File: src/rtl/parking_occupancy_core.sv
// Purpose: 4-slot parking occupancy tracker with door timer, full warning and display clock dividers.
// Latency: sensor/switch sampled at E0 affect parking_slots/door_open_light at E2; capacity/best_place/full_light are combinational.
// Backpressure: none; sensors are free-running levels and every qualifying rising edge is acted on immediately.

module parking_occupancy_core #(
   parameter int unsigned DOOR_CYCLES = 40_000_000,
   parameter int unsigned HALF_100HZ  = 200_000,
   parameter int unsigned HALF_2HZ    = 10_000_000,
   parameter int unsigned HALF_1HZ    = 20_000_000
) (
   input  logic       clk,
   input  logic       rst_n,
   input  logic       entry_sensor,
   input  logic       exit_sensor,
   input  logic [1:0] switch,
   output logic [3:0] parking_slots,
   output logic       door_open_light,
   output logic       full_light,
   output logic [2:0] capacity,
   output logic [2:0] best_place,
   output logic       clk_100hz,
   output logic       clk_2hz,
   output logic       clk_1hz
);

   localparam int unsigned DW = (DOOR_CYCLES > 1) ? $clog2(DOOR_CYCLES + 1) : 1;

   logic       entry_s1, entry_s2, entry_prev;
   logic       exit_s1, exit_s2, exit_prev;
   logic [1:0] switch_s1, switch_s2;
   logic       entry_rise, exit_rise;
   logic [3:0] slots_after_exit, slots_next;
   logic       grant;
   logic [DW-1:0] door_cnt;

   // Two-flop synchronizers plus previous-value flops for edge detection.
   always_ff @(posedge clk or negedge rst_n) begin
      if (!rst_n) begin
         entry_s1   <= 1'b0;
         entry_s2   <= 1'b0;
         entry_prev <= 1'b0;
         exit_s1    <= 1'b0;
         exit_s2    <= 1'b0;
         exit_prev  <= 1'b0;
         switch_s1  <= 2'd0;
         switch_s2  <= 2'd0;
      end else begin
         entry_s1   <= entry_sensor;
         entry_s2   <= entry_s1;
         entry_prev <= entry_s2;
         exit_s1    <= exit_sensor;
         exit_s2    <= exit_s1;
         exit_prev  <= exit_s2;
         switch_s1  <= switch;
         switch_s2  <= switch_s1;
      end
   end

   assign entry_rise = entry_s2 & ~entry_prev;
   assign exit_rise  = exit_s2 & ~exit_prev;

   // Exit is resolved first so a simultaneous entry can reuse the slot just freed.
   always_comb begin
      slots_after_exit = parking_slots;
      grant            = 1'b0;
      if (exit_rise && parking_slots[switch_s2]) begin
         slots_after_exit[switch_s2] = 1'b0;
         grant                       = 1'b1;
      end
      slots_next = slots_after_exit;
      if (entry_rise) begin
         if (!slots_after_exit[0]) begin
            slots_next[0] = 1'b1;
            grant         = 1'b1;
         end else if (!slots_after_exit[1]) begin
            slots_next[1] = 1'b1;
            grant         = 1'b1;
         end else if (!slots_after_exit[2]) begin
            slots_next[2] = 1'b1;
            grant         = 1'b1;
         end else if (!slots_after_exit[3]) begin
            slots_next[3] = 1'b1;
            grant         = 1'b1;
         end
      end
   end

   // Occupancy register.
   always_ff @(posedge clk or negedge rst_n) begin
      if (!rst_n) begin
         parking_slots <= 4'b0000;
      end else begin
         parking_slots <= slots_next;
      end
   end

   // Door timer: every grant reloads the full interval, otherwise count down to zero.
   always_ff @(posedge clk or negedge rst_n) begin
      if (!rst_n) begin
         door_cnt <= '0;
      end else if (grant) begin
         door_cnt <= DW'(DOOR_CYCLES);
      end else if (door_cnt != '0) begin
         door_cnt <= door_cnt - DW'(1);
      end
   end

   assign door_open_light = (door_cnt != '0);

   // Free slots = 4 minus the number of occupied bits.
   always_comb begin
      capacity = 3'd4 - ({2'b00, parking_slots[0]} + {2'b00, parking_slots[1]}
                       + {2'b00, parking_slots[2]} + {2'b00, parking_slots[3]});
   end

   // Lowest free slot, reported 1-based; zero means no slot is free.
   always_comb begin
      best_place = 3'd0;
      if (!parking_slots[0])      best_place = 3'd1;
      else if (!parking_slots[1]) best_place = 3'd2;
      else if (!parking_slots[2]) best_place = 3'd3;
      else if (!parking_slots[3]) best_place = 3'd4;
   end

   // Raw pins on purpose: the warning lamp reacts as soon as the car is seen.
   assign full_light = (parking_slots == 4'b1111) & entry_sensor & ~exit_sensor;

   clk_divider #(.HALF(HALF_100HZ)) u_div_100hz (.clk(clk), .rst_n(rst_n), .clk_out(clk_100hz));
   clk_divider #(.HALF(HALF_2HZ))   u_div_2hz   (.clk(clk), .rst_n(rst_n), .clk_out(clk_2hz));
   clk_divider #(.HALF(HALF_1HZ))   u_div_1hz   (.clk(clk), .rst_n(rst_n), .clk_out(clk_1hz));

endmodule

// Purpose: square-wave divider toggling every HALF clk cycles.
// Latency: first toggle on the HALF-th rising edge after reset release.
// Backpressure: none; free-running.
module clk_divider #(
   parameter int unsigned HALF = 2
) (
   input  logic clk,
   input  logic rst_n,
   output logic clk_out
);

   localparam int unsigned CW = (HALF > 1) ? $clog2(HALF) : 1;

   logic [CW-1:0] cnt;

   // Count to HALF-1, then wrap and flip the output.
   always_ff @(posedge clk or negedge rst_n) begin
      if (!rst_n) begin
         cnt     <= '0;
         clk_out <= 1'b0;
      end else if (cnt == CW'(HALF - 1)) begin
         cnt     <= '0;
         clk_out <= ~clk_out;
      end else begin
         cnt <= cnt + CW'(1);
      end
   end

endmodule

File: config.mk
export PLATFORM = sky130hd
export DESIGN_NAME = parking_occupancy_core
export DESIGN_NICKNAME = d
export VERILOG_FILES = /design/src/rtl/parking_occupancy_core.sv
export SDC_FILE = /design/constraint.sdc
export NUM_CORES = 1
export LEC_CHECK = 0
export ABC_AREA = 1
export CORE_ASPECT_RATIO = 1.25
export CORE_MARGIN = 2
export CORE_UTILIZATION = 40
export DETAILED_ROUTE_END_ITERATION = 10
export GPL_TIMING_DRIVEN = 0
export REMOVE_ABC_BUFFERS = 1
export SYNTH_ARGS = -nofsm -noshare
export SYNTH_HDL_FRONTEND = slang
export SYNTH_SLANG_ARGS = --single-unit
File: constraint.sdc
create_clock -name clk -period 1.7 [get_ports clk]
set_input_delay 0.17 -clock clk [delete_from_list [all_inputs] [get_ports clk]]
set_output_delay 0.17 -clock clk [all_outputs]
set_load 0.1 [all_outputs]
==> impl_summary.txt, run 1 <==
----------------------------------------------------
[Synth]
  Count of flip-flops with a built-in enable after synthesis ... 0
  Synth top area cells ... dfrtp_1 (45%), nand2_1 (11%), inv_1 (8.6%)
  Sequential share of the synthesized area ... 44.5%
  Synthesis-stage register bit count ... 110
  Number of distinct library cells after synthesis ... 38
  Synthesized netlist cell count ... 813
  Cell accounting for the most synthesized area ... dfrtp_1
  Synthesized cell area ... ~6000 um^2
  Mean instance size in the synthesized netlist ... 7.60 um^2
  Ys async rst share ... 100%
  Top-area cell type share of the netlist area ... 44.5%
  Most instantiated flip-flop cell in the synthesis netlist ... dfrtp_1
  Top-count cell post-synth ... nand2_1
  Most frequent cells after synthesis ... nand2_1 (181), inv_1 (142), nor2_1 (114), dfrtp_1 (110), nand3_1 (48)
  Ys Warns ... 0

[Global routing]
  Global Route Usage Sum ... 18.6%
  Total global routing overflow ... 0
  Antenna violations before repair ... 0
  Number of global-route vias before repair ... a little over 5000
  First-pass GRT wire length ... 24400 um
  Maximum number of pins on one net before global-route repair ... 69

[Clock network]
  H-tree levels ... 3
  Worst-Skew Late Latency ... around 360 ps
  Clk root buf ... clkbuf_16
  Clock input transition at the sequential cells of the worst setup and hold paths ... 70 ps
  CTS Buf Count ... 9
  Number of clock sinks ... 110
  Maximum count of clock buffers along a single path ... 2
  Clock tree from TritonCTS ... built

[Floorplan]
  Ports ... 21
  Full die area ... 16500 um^2
  Std-Cell Rows ... 50
  Placeable core region ... around 15000 um^2
  Floorplan die height ... 143 um
  Horizontal die dimension ... between 100 and 150 um
  Effective utilization at floorplan ... 41.0%

[Final layout]
  Count of nets after finishing ... between 900 and 1000
  Antenna fix cells ... 0
  Area added between synthesis and finish ... 29.3%
  Final Cell Area ... 7990 um^2
  Share of layout cells above drive strength 1 ... 22.5%

[Detailed routing]
  Total Wirelength ... 14900 um
  Detailed-router iteration count before antenna repair ... 5
  Wire length per cell after detailed routing ... 13.5 um
  DRC violations left ... 0
  Average vias per placed instance ... between 4 and 5
  Detail Route Antenna Nets ... 0
  DR iter-0 viols ... about 280
  Vias after detailed routing ... 5390

[Outcome]
  Run status ... complete, but fails checks
  Violated checks ... setup timing

[Place]
  Routability-driven placement congestion ratio ... 0.867
  HPWL reported at the end of detailed placement ... about 9400 um
  Placement-stage cell area ... 6610 um^2
  Pre-CTS setup slack ... -1160 ps
  I/O Buffers ... 20

[Setup path]
  Crit Path Max Fanout ... 2
  CP most frequent cell ... ha_4
  Crit path cell chain ... fa_1 -> inv_2 -> ha_4 -> ha_4 -> buf_12
  Crit path kind ... reg2out
  Nature of the critical path endpoint ... output pin
  Crit path max-delay family ... adder cells
  Arrival @ worst endpoint ... ~2000 ps
  Slowest Stage Delay on Critical Path ... roughly 550 ps
  Setup crit start kind ... flop
  Slowest library cell on the worst path ... fa_1
  Required time at the worst-slack endpoint ... 1530 ps
  Worst Path Buf+Inv ... 2

[STA]
  Period Utilization, post-route ... 126%
  Setup repair after global routing missed its margin ... true
  Fmax achieved ... 467 MHz
  Clock skew after layout ... 9.40 ps
  Hold Fails Final Rpt ... 0
  Min Tclk post-route ... 2140 ps
  Setup violators final ... 36
  Final count of pins violating max slew ... 0
  Worst setup margin ... -440 ps
  Tightest Pin Transition ... roughly 880 ps
  Remaining max-slew budget at the tightest pin ... between 40 and 50%
  Hold Slack ... 243 ps
  Total negative slack ... -8090 ps

[Min path]
  Class of the tightest hold or removal check ... in2reg

[Pwr]
  P_leak ... 3.86 nW
  Cell Pwr Density ... 1110 nW/um^2
  IR drop worst, VDD ... 2870 uV

[Job]
  Count of max-cap constraint violations ... 0

----------------------------------------------------
==> registers in the layout (all words and copies together), names as in the netlist <==
signal / flops
exit_s1: 1
entry_s2: 1
u_div_2hz.cnt: 24
u_div_1hz.cnt: 25
switch_s1: 2
parking_slots: 4
u_div_100hz.clk_out: 1
entry_prev: 1
entry_s1: 1
door_cnt: 26
switch_s2: 2
exit_prev: 1
u_div_1hz.clk_out: 1
u_div_2hz.clk_out: 1
u_div_100hz.cnt: 18
exit_s2: 1
==> through the flow <==
| stage | cells | total power [mW] | util, % |
|---|---|---|---|
| floorplan | 807 | 4.73 | - |
| global placement | 1035 | 5.15 | 43.7 |
| detailed placement | 1036 | 5.17 | 43.8 |
| CTS | 1087 | 8.44 | 49.8 |
| global route | 1106 | 9.29 | 53.0 |
| finish | 1106 | 8.87 | 53.0 |
==> power breakdown <==
| group | total [mW] | internal (mW) | switching (mW) | leakage (nW) |
|---|---|---|---|---|
| clock | 2.46 | 1.45 | 1.01 | 0.166 |
| combinational | 3.49 | 1.29 | 2.19 | 2.29 |
| sequential | 2.92 | 2.76 | 0.158 | 1.40 |
| total | 8.87 | 5.51 | 3.37 | 3.86 |
==> worst paths after layout <==
kind                                                  from                      endpoint  slack [ps]  cells past startpoint
worst max-delay path            parking_slots[1]$_DFF_PN0_                   capacity[1]        -440                      5
worst min-delay path                             switch[1]        switch_s1[1]$_DFF_PN0_         240                      1
worst max register to register  parking_slots[1]$_DFF_PN0_      door_cnt[18]$_DFFE_PN0P_        -300                     14
worst min register to register          entry_s1$_DFF_PN0_            entry_s2$_DFF_PN0_         350                      0
max in group asynchronous                            rst_n    parking_slots[1]$_DFF_PN0_         490                      3
min in group asynchronous                            rst_n  u_div_100hz.cnt[8]$_DFF_PN0_         480                      2
==> cell families after synthesis <==
| family | synth area share (%) |
|---|---|
| buffers and inverters | 9.64 |
| flip-flops | 44.5 |
| adder cells (fa/ha/maj) | 1.94 |
| AO/OA/AOI/OAI | 3.75 |
| AND/OR/NAND/NOR | 33.8 |
| XOR/XNOR | 6.38 |
==> repair_timing <==
item                                   in CTS  in global routing
pin swaps                                  17                 28
buffers inserted                           31                 16
gates resized for setup                   147                 76
hold buffers                                1                  0
setup endpoints to repair                  72                 70
endpoints found under the hold margin      67                  0
cloned                                      3                  3
==> layout make-up <==
class / instances / area (um^2)
repair buffers: 69 / 683
flip-flops and latches: 110 / 2760
clock buffers: 9 / 225
fillers: 1392 / 7090
multi-input cells: 557 / 3390
inverters: 146 / 551
well taps: 208 / 260
clock inverters: 7 / 120
==> cell usage in the layout (no fill, tap or decap), types with 3 or more instances in the layout <==
| cell | count |
|---|---|
| nand3_2 | 4 |
| nor2_1 | 86 |
| nor3_4 | 4 |
| nand3_4 | 6 |
| nand2_8 | 6 |
| nand4_1 | 36 |
| nand3_1 | 42 |
| nor4_1 | 11 |
| inv_1 | 134 |
| nor2_2 | 29 |
| o21ai_0 | 12 |
| dfrtp_1 | 105 |
| nand3b_1 | 3 |
| xnor2_1 | 9 |
| ha_4 | 6 |
| nor3_2 | 5 |
| nor2_4 | 20 |
| buf_6 | 8 |
| nand2_2 | 15 |
| dfrtp_2 | 5 |
| nor3_1 | 23 |
| clkbuf_16 | 9 |
| clkdlybuf4s50_1 | 4 |
| buf_12 | 8 |
| a21oi_1 | 9 |
| inv_2 | 10 |
| bufinv_16 | 3 |
| buf_4 | 42 |
| xor2_1 | 36 |
| o21ai_1 | 3 |
| nand2_4 | 6 |
| clkdlybuf4s15_2 | 6 |
| nand2_1 | 166 |
==> layer usage <==
metal	vias to the layer above	global-route usage (%)	wire (um)
met5	-	0	0
met4	0	7.17	363
met3	33	2.59	509
met2	100	31.3	7550
met1	2536	24.3	6530
li1	2721	-	-
(Power assumes the default switching activity.)
==> run 2: changes to the inputs <==
- clock period: 1.7 -> 2.25 ns (I/O delays scaled with it)
==> run 2 against run 1 <==
Net effect: the run ends with hold timing left; combinational power down 49%; register-to-register slack better by 590 ps; sequential share of layout area up 4.7 points; clock skew down 4.5 ps; design area down 12%; power down 34%; hold slack worse by 260 ps.
==> impl_summary.txt, run 2 (synthesized netlist as in run 1, its figures left out) <==
----------------------------------------------------
[Pwr]
  Overall power after layout ... 5.86 mW (-34%)
  IR drop worst, VDD ... 2050 uV (-29%)
  Cell Pwr Density ... 835 nW/um^2 (-25%)
  P_leak ... 3.51 nW (-9.0%)

[Setup path]
  Nature of the critical path endpoint ... output pin
  Arrival @ worst endpoint ... 2020 ps (+50 ps)
  Required time at the worst-slack endpoint ... 2030 ps (+500 ps)
  Crit path kind ... reg2out
  Slowest Stage Delay on Critical Path ... 540 ps (about the same)
  Worst R2R Start ... u_div_1hz.cnt[0]$_DFF_PN0_
  Crit Path Max Fanout ... 6 (+4)
  Setup crit start kind ... flop
  Slowest library cell on the worst path ... fa_1
  Worst setup path startpoint ... parking_slots[1]$_DFF_PN0_
  Crit path cell chain ... fa_1 -> inv_1 -> ha_2 -> ha_4 -> buf_12

[Clock network]
  Clock tree from TritonCTS ... built
  CTS Buf Count ... 9 (unchanged)
  Hold-fix buffers, CTS ... 0 (-1)
  Clk root buf ... clkbuf_16
  Worst-Skew Late Latency ... 360 ps (about the same)
  Number of clock sinks ... 110 (unchanged)
  Maximum count of clock buffers along a single path ... 2 (unchanged)
  H-tree levels ... 3 (unchanged)
  Clock input transition at the sequential cells of the worst setup and hold paths ... 70 ps (about the same)

[STA]
  Hold Fails Final Rpt ... 24 (+24)
  Hold Slack ... -16.0 ps (-259 ps)
  Period Utilization, post-route ... between 90% and 100%
  Remaining max-slew budget at the tightest pin ... 32.4% (-8.7 points)
  Clock skew after layout ... 4.87 ps (-4.54 ps)
  Final count of pins violating max slew ... 0 (unchanged)
  Setup violators final ... 0 (-100%)
  Fmax achieved ... 445 MHz
  Min Tclk post-route ... 2250 ps
  Tightest Pin Transition ... 1020 ps (+134 ps)
  Setup repair after global routing missed its margin ... true

[Final layout]
  Area added between synthesis and finish ... 13.5%
  Share of layout cells above drive strength 1 ... 9.09% (-13 points)
  Most common library cell in the layout ignoring fill and taps ... nand2_1
  Antenna fix cells ... 0 (unchanged)
  Largest register FFs ... 26 (unchanged)
  Final Cell Area ... 7010 um^2 (-12%)
  Fin util ... 46.5% (-6.5 points)
  Fill count ... 1483 (+6.5%)
  Biggest register ... door_cnt
  Count of nets after finishing ... 857 (-5.6%)
  Most frequent cells in the layout ... nand2_1 (181), inv_1 (141), nor2_1 (113)
  Registers with the highest flip-flop counts ... door_cnt (26), u_div_1hz.cnt (25), u_div_2hz.cnt (24)

[Global routing]
  Maximum number of pins on one net before global-route repair ... 69 (unchanged)
  Total global routing overflow ... 0 (unchanged)
  Antenna violations before repair ... 0 (unchanged)
  First-pass GRT wire length ... 22600 um (-7.3%)
  Number of global-route vias before repair ... 4915 (-5.1%)
  Global Route Usage Sum ... 17.1% (-1.6 points)

[Outcome]
  Violated checks ... hold timing
  Run status ... complete, but fails checks

[Detailed routing]
  Detail Route Antenna Nets ... 0 (unchanged)
  Wire length per cell after detailed routing ... 12.3 um (-9.1%)
  Vias after detailed routing ... 5029 (-6.7%)
  Average vias per placed instance ... 4.77 (-2.2%)
  Total Wirelength ... 13000 um (-13%)
  DRC violations left ... 0 (unchanged)
  Detailed-router iteration count before antenna repair ... 5 (unchanged)
  DR iter-0 viols ... 215 (-23%)

[Floorplan]
  Ports ... 21 (unchanged)
  Effective utilization at floorplan ... 41.0% (unchanged)
  Full die area ... 16500 um^2 (unchanged)
  Placeable core region ... 15100 um^2 (unchanged)
  Floorplan die height ... 143 um (unchanged)
  Std-Cell Rows ... 50 (unchanged)
  Horizontal die dimension ... 115 um (unchanged)

[Job]
  Count of max-cap constraint violations ... 0 (unchanged)

[Place]
  HPWL reported at the end of detailed placement ... 9400 um (unchanged)
  Routability-driven placement congestion ratio ... 0.867 (unchanged)
  I/O Buffers ... 20 (unchanged)
  Placement-stage cell area ... 6610 um^2 (unchanged)

[Min path]
  Class of the tightest hold or removal check ... in2async

----------------------------------------------------
run 2: changes by cell type in the layout (fill, tap and decap cells not counted), sizes merged:
cell and delta:
buf -49, clkbuf +1, clkdlybuf4s15 -3, clkdlybuf4s50 +3, dlygate4sd2 +4, dlygate4sd3 -1
nand2 -4, nand3 -2
run 2: what timing repair did:
item                                    CTS  global route
pin swaps                                 0             0
setup buffers                             1             2
gates cloned                              0             0
gates resized for setup                  51             5
endpoints found under the setup margin   12            11
run 2: worst max-delay path: cells and delay by family (launching register included):
kind	cells	cell delay [ps]
buf+inv	2	210
flops	1	470
fa+ha+maj	3	980
run 2: worst paths after layout:
path,endpoint,slack (ps),cells past startpoint
max in group asynchronous,parking_slots[1]$_DFF_PN0_,1540,2
min reg2reg,entry_s2$_DFF_PN0_,350,0
max,capacity[1],2,5
min in group clk,switch_s1[1]$_DFF_PN0_,300,1
max reg2reg,u_div_1hz.cnt[5]$_DFF_PN0_,290,6
min,u_div_100hz.cnt[7]$_DFF_PN0_,-20,1
run 2: final cells by class:
cell class                      instances  area [um^2]  area share (%)
Multi-Input combinational cell        551         2860            40.7
Sequential cell                       110         2760            39.3
Inverter                              146          548            7.81
Tap cell                              208          260            3.71
Timing Repair Buffer                   24          248            3.53
Clock buffer                            9          225            3.21
Clock inverter                          7          120            1.71
run 2: stage by stage:
stage | cells | TNS [ps] | setup slack, ps
6_report | 1055 | 0 | 1.97
5_1_grt | 1055 | -105 | -66.3
4_1_cts | 1053 | -42.7 | -35.9
3_5_place_dp | 1036 | -2170 | -663
3_3_place_gp | 1035 | -372570 | -3380
2_1_floorplan | 807 | -4570 | -1280
run 2: layer usage:
layer  vias up  share of wire [%]  GRT usage (%)
li1       2605                  -              -
met1      2334                 48           22.8
met2        69                 48           27.8
met3        21                2.7           2.42
met4         0                2.1           7.36
met5         -                  0              0
run 2: power by group:
part / switching [mW] / total (mW) / internal, mW
Combinational: 1.30 / 1.79 / 0.483
Clock: 0.768 / 1.86 / 1.09
Sequential: 0.120 / 2.21 / 2.09
Total: 2.19 / 5.86 / 3.66
==> run 3: changes to the inputs <==
- CORE_MARGIN: 2 -> unset
==> run 3 against run 2 <==
Net effect: register-to-register slack worse by 100 ps; clock power down 17%; sequential share of layout area up 0.10 points; die area down 3.1%; non-clock buffer count up 6; critical path depth unchanged; flip-flop and latch count unchanged; routed wire length down 0.83%; largest power group unchanged; critical path type unchanged; the run now ends clean; critical endpoint unchanged.
==> impl_summary.txt, run 3 (synthesized netlist as in run 1, its figures left out) <==
----------------------------------------------------
[Outcome]
  Run status ... complete, no violations

[Final layout]
  Reg area ... 2760 um^2 (about the same)
  Most common library cell in the layout ignoring fill and taps ... nand2_1
  Area used by multi-input combinational logic ... 2860 um^2 (+0.26%)
  Antenna fix cells ... 0 (unchanged)
  Share of layout cells above drive strength 1 ... 9.61% (+0.52 points)
  Most frequent cells in the layout ... nand2_1 (181), inv_1 (140), nor2_1 (114)
  Registers with the highest flip-flop counts ... door_cnt (26), u_div_1hz.cnt (25), u_div_2hz.cnt (24)
  Area added between synthesis and finish ... 13.2%
  Count of nets after finishing ... 863 (+0.70%)
  Fill count ... 1507 (+1.6%)
  Fin util ... 46.6% (+0.094 points)
  Largest register FFs ... 26 (unchanged)
  Final Cell Area ... 7000 um^2 (-0.21%)
  Biggest register ... door_cnt

[Job]
  Count of max-cap constraint violations ... 0 (unchanged)

[Setup path]
  Arrival @ worst endpoint ... 2010 ps (about the same)
  Worst Path Buf+Inv ... 2 (unchanged)
  End of the worst register-to-register path ... u_div_1hz.cnt[11]$_DFF_PN0_
  R2r setup slk ... 190 ps (-100 ps)
  Worst reg-to-reg path cell count ... 8 (+2)
  Required time at the worst-slack endpoint ... 2030 ps (about the same)
  Crit Path Max Fanout ... 5 (-1)
  CP most frequent cell ... ha_4
  Slowest Stage Delay on Critical Path ... 570 ps (+30 ps)
  Crit path kind ... reg2out
  Worst R2R Start ... u_div_1hz.cnt[0]$_DFF_PN0_
  Slowest library cell on the worst path ... fa_1
  Setup crit start kind ... flop
  Crit path max-delay family ... adder cells
  Crit path cell chain ... fa_1 -> inv_2 -> ha_4 -> ha_4 -> buf_12
  Nature of the critical path endpoint ... output pin

[Pwr]
  IR drop worst, VDD ... 1180 uV (-42%)
  Cell Pwr Density ... 804 nW/um^2 (-3.7%)
  P_leak ... 3.53 nW (+0.57%)

[Detailed routing]
  Wire length per cell after detailed routing ... 12.4 um (+1.1%)
  Total Wirelength ... 12800 um (-0.83%)
  Vias after detailed routing ... 5035 (+0.12%)
  DRC violations left ... 0 (unchanged)
  Detail Route Antenna Nets ... 0 (unchanged)
  Average vias per placed instance ... 4.86 (+2.1%)
  DR iter-0 viols ... 163 (-24%)
  Detailed-router iteration count before antenna repair ... 4 (-1)

[STA]
  Period Utilization, post-route ... 99.5% (-0.44 points)
  Clock skew after layout ... 8.26 ps (+3.39 ps)
  Fmax achieved ... 447 MHz (+0.45%)
  Tightest Pin Transition ... 989 ps (-29.5 ps)
  Hold Fails Final Rpt ... 0 (-100%)
  Final count of pins violating max slew ... 0 (unchanged)
  Setup violators final ... 0 (unchanged)
  Min Tclk post-route ... 2240 ps (-9.98 ps)
  Hold Slack ... 315 ps (+331 ps)
  Worst setup margin ... 12.0 ps (+9.98 ps)
  Total negative slack ... 0 ps (unchanged)
  Remaining max-slew budget at the tightest pin ... 34.3% (+2.0 points)
  Setup repair after global routing missed its margin ... true

[Floorplan]
  Std-Cell Rows ... 50 (unchanged)
  Floorplan die height ... 141 um (-1.4%)
  Ports ... 21 (unchanged)
  Full die area ... 16000 um^2 (-3.1%)
  Horizontal die dimension ... 113 um (-1.7%)
  Placeable core region ... 15000 um^2 (-0.42%)
  Effective utilization at floorplan ... 41.2% (+0.17 points)

[Clock network]
  Worst-Skew Late Latency ... 350 ps (about the same)
  Maximum count of clock buffers along a single path ... 2 (unchanged)
  Clock input transition at the sequential cells of the worst setup and hold paths ... 70 ps (about the same)
  CTS Buf Count ... 9 (unchanged)
  H-tree levels ... 3 (unchanged)
  Number of clock sinks ... 110 (unchanged)
  Clock tree from TritonCTS ... built
  Clk root buf ... clkbuf_16

[Global routing]
  Total global routing overflow ... 0 (unchanged)
  Layer carrying the most global-route usage ... met2
  First-pass GRT wire length ... 22200 um (-1.8%)
  Global routing usage on met2 ... 28.9% (+1.2 points)
  Number of global-route vias before repair ... 4771 (-2.9%)
  Antenna violations before repair ... 0 (unchanged)
  Global Route Usage Sum ... 17.3% (+0.20 points)
  Met3 track demand over resource ... 2.28% (-0.14 points)
  Met1 usage in global routing ... 23.1% (+0.36 points)
  Maximum number of pins on one net before global-route repair ... 61 (-12%)

[Min path]
  Worst hold path endpoint ... switch_s1[0]$_DFF_PN0_
  Class of the tightest hold or removal check ... in2reg
  Hold Crit Depth ... 1
  Hold wc startpoint ... switch[0]

[Place]
  Routability-driven placement congestion ratio ... 0.857 (-1.2%)
  I/O Buffers ... 20 (unchanged)
  Placement-stage cell area ... 6590 um^2 (-0.32%)
  HPWL reported at the end of detailed placement ... 9460 um (+0.62%)
  Pre-CTS setup slack ... -662 ps (+0.757 ps)

----------------------------------------------------
run 3: power breakdown:
part           total (mW)  leakage [nW]  switching (mW)  internal (mW)
registers            2.20          1.40           0.115           2.09
clock network        1.54         0.143           0.719          0.817
logic                1.89          1.98            1.33          0.560
run 3: layer usage:
metal / routed length (um) / share of wire (%) / up-vias
met2: 6060 / 47 / 47
met1: 6290 / 49 / 2346
met5: 0 / 0 / -
met3: 301 / 2.3 / 13
met4: 193 / 1.5 / 0
li1: - / - / 2629
run 3: how the worst max path moves through the flow:
| stage | from | endpoint | slack (ps) | depth (start not counted) |
|---|---|---|---|---|
| finish | parking_slots[2]$_DFF_PN0_ | capacity[1] | 10 | 5 |
| floorplan | parking_slots[2]$_DFF_PN0_ | full_light | -1280 | 4 |
| global placement | rst_n | u_div_1hz.cnt[8]$_DFF_PN0_ | -3410 | 1 |
| global route | parking_slots[2]$_DFF_PN0_ | capacity[1] | -60 | 5 |
| CTS | parking_slots[2]$_DFF_PN0_ | capacity[1] | -50 | 5 |
| detailed placement | parking_slots[1]$_DFF_PN0_ | capacity[1] | -660 | 5 |
run 3: stage by stage:
stage,power [mW],std cells
finish,5.63,1035
global route,5.97,1035
CTS,5.62,1030
detailed placement,3.96,1010
global placement,3.95,1009
floorplan,3.58,807
run 3: final cells by class:
| class | instances | share of cell area [%] |
|---|---|---|
| well taps | 182 | 3.25 |
| multi-input cells | 551 | 40.9 |
| inverters | 146 | 7.83 |
| clock buffers | 12 | 3.67 |
| clock inverters | 4 | 0.447 |
| repair buffers | 30 | 4.49 |
| flip-flops and latches | 110 | 39.4 |
run 3: worst register-to-register path, cell delays in order, from the launching register on:
cell and delay [ps]:
dfrtp_1 470, ha_1 230, nand2_1 60, nor2_1 280
nand2_1 190, inv_1 110, nand4_1 330, o21ai_0 200
a21boi_1 80
run 3: timing repair:
item | in CTS | in global routing
hold buffers | 1 | 0
pin swaps | 0 | 2
resized for setup | 49 | 11
endpoints found under the hold margin | 50 | 0
setup buffers | 3 | 5
cloned | 0 | 0
setup endpoints to repair | 11 | 6
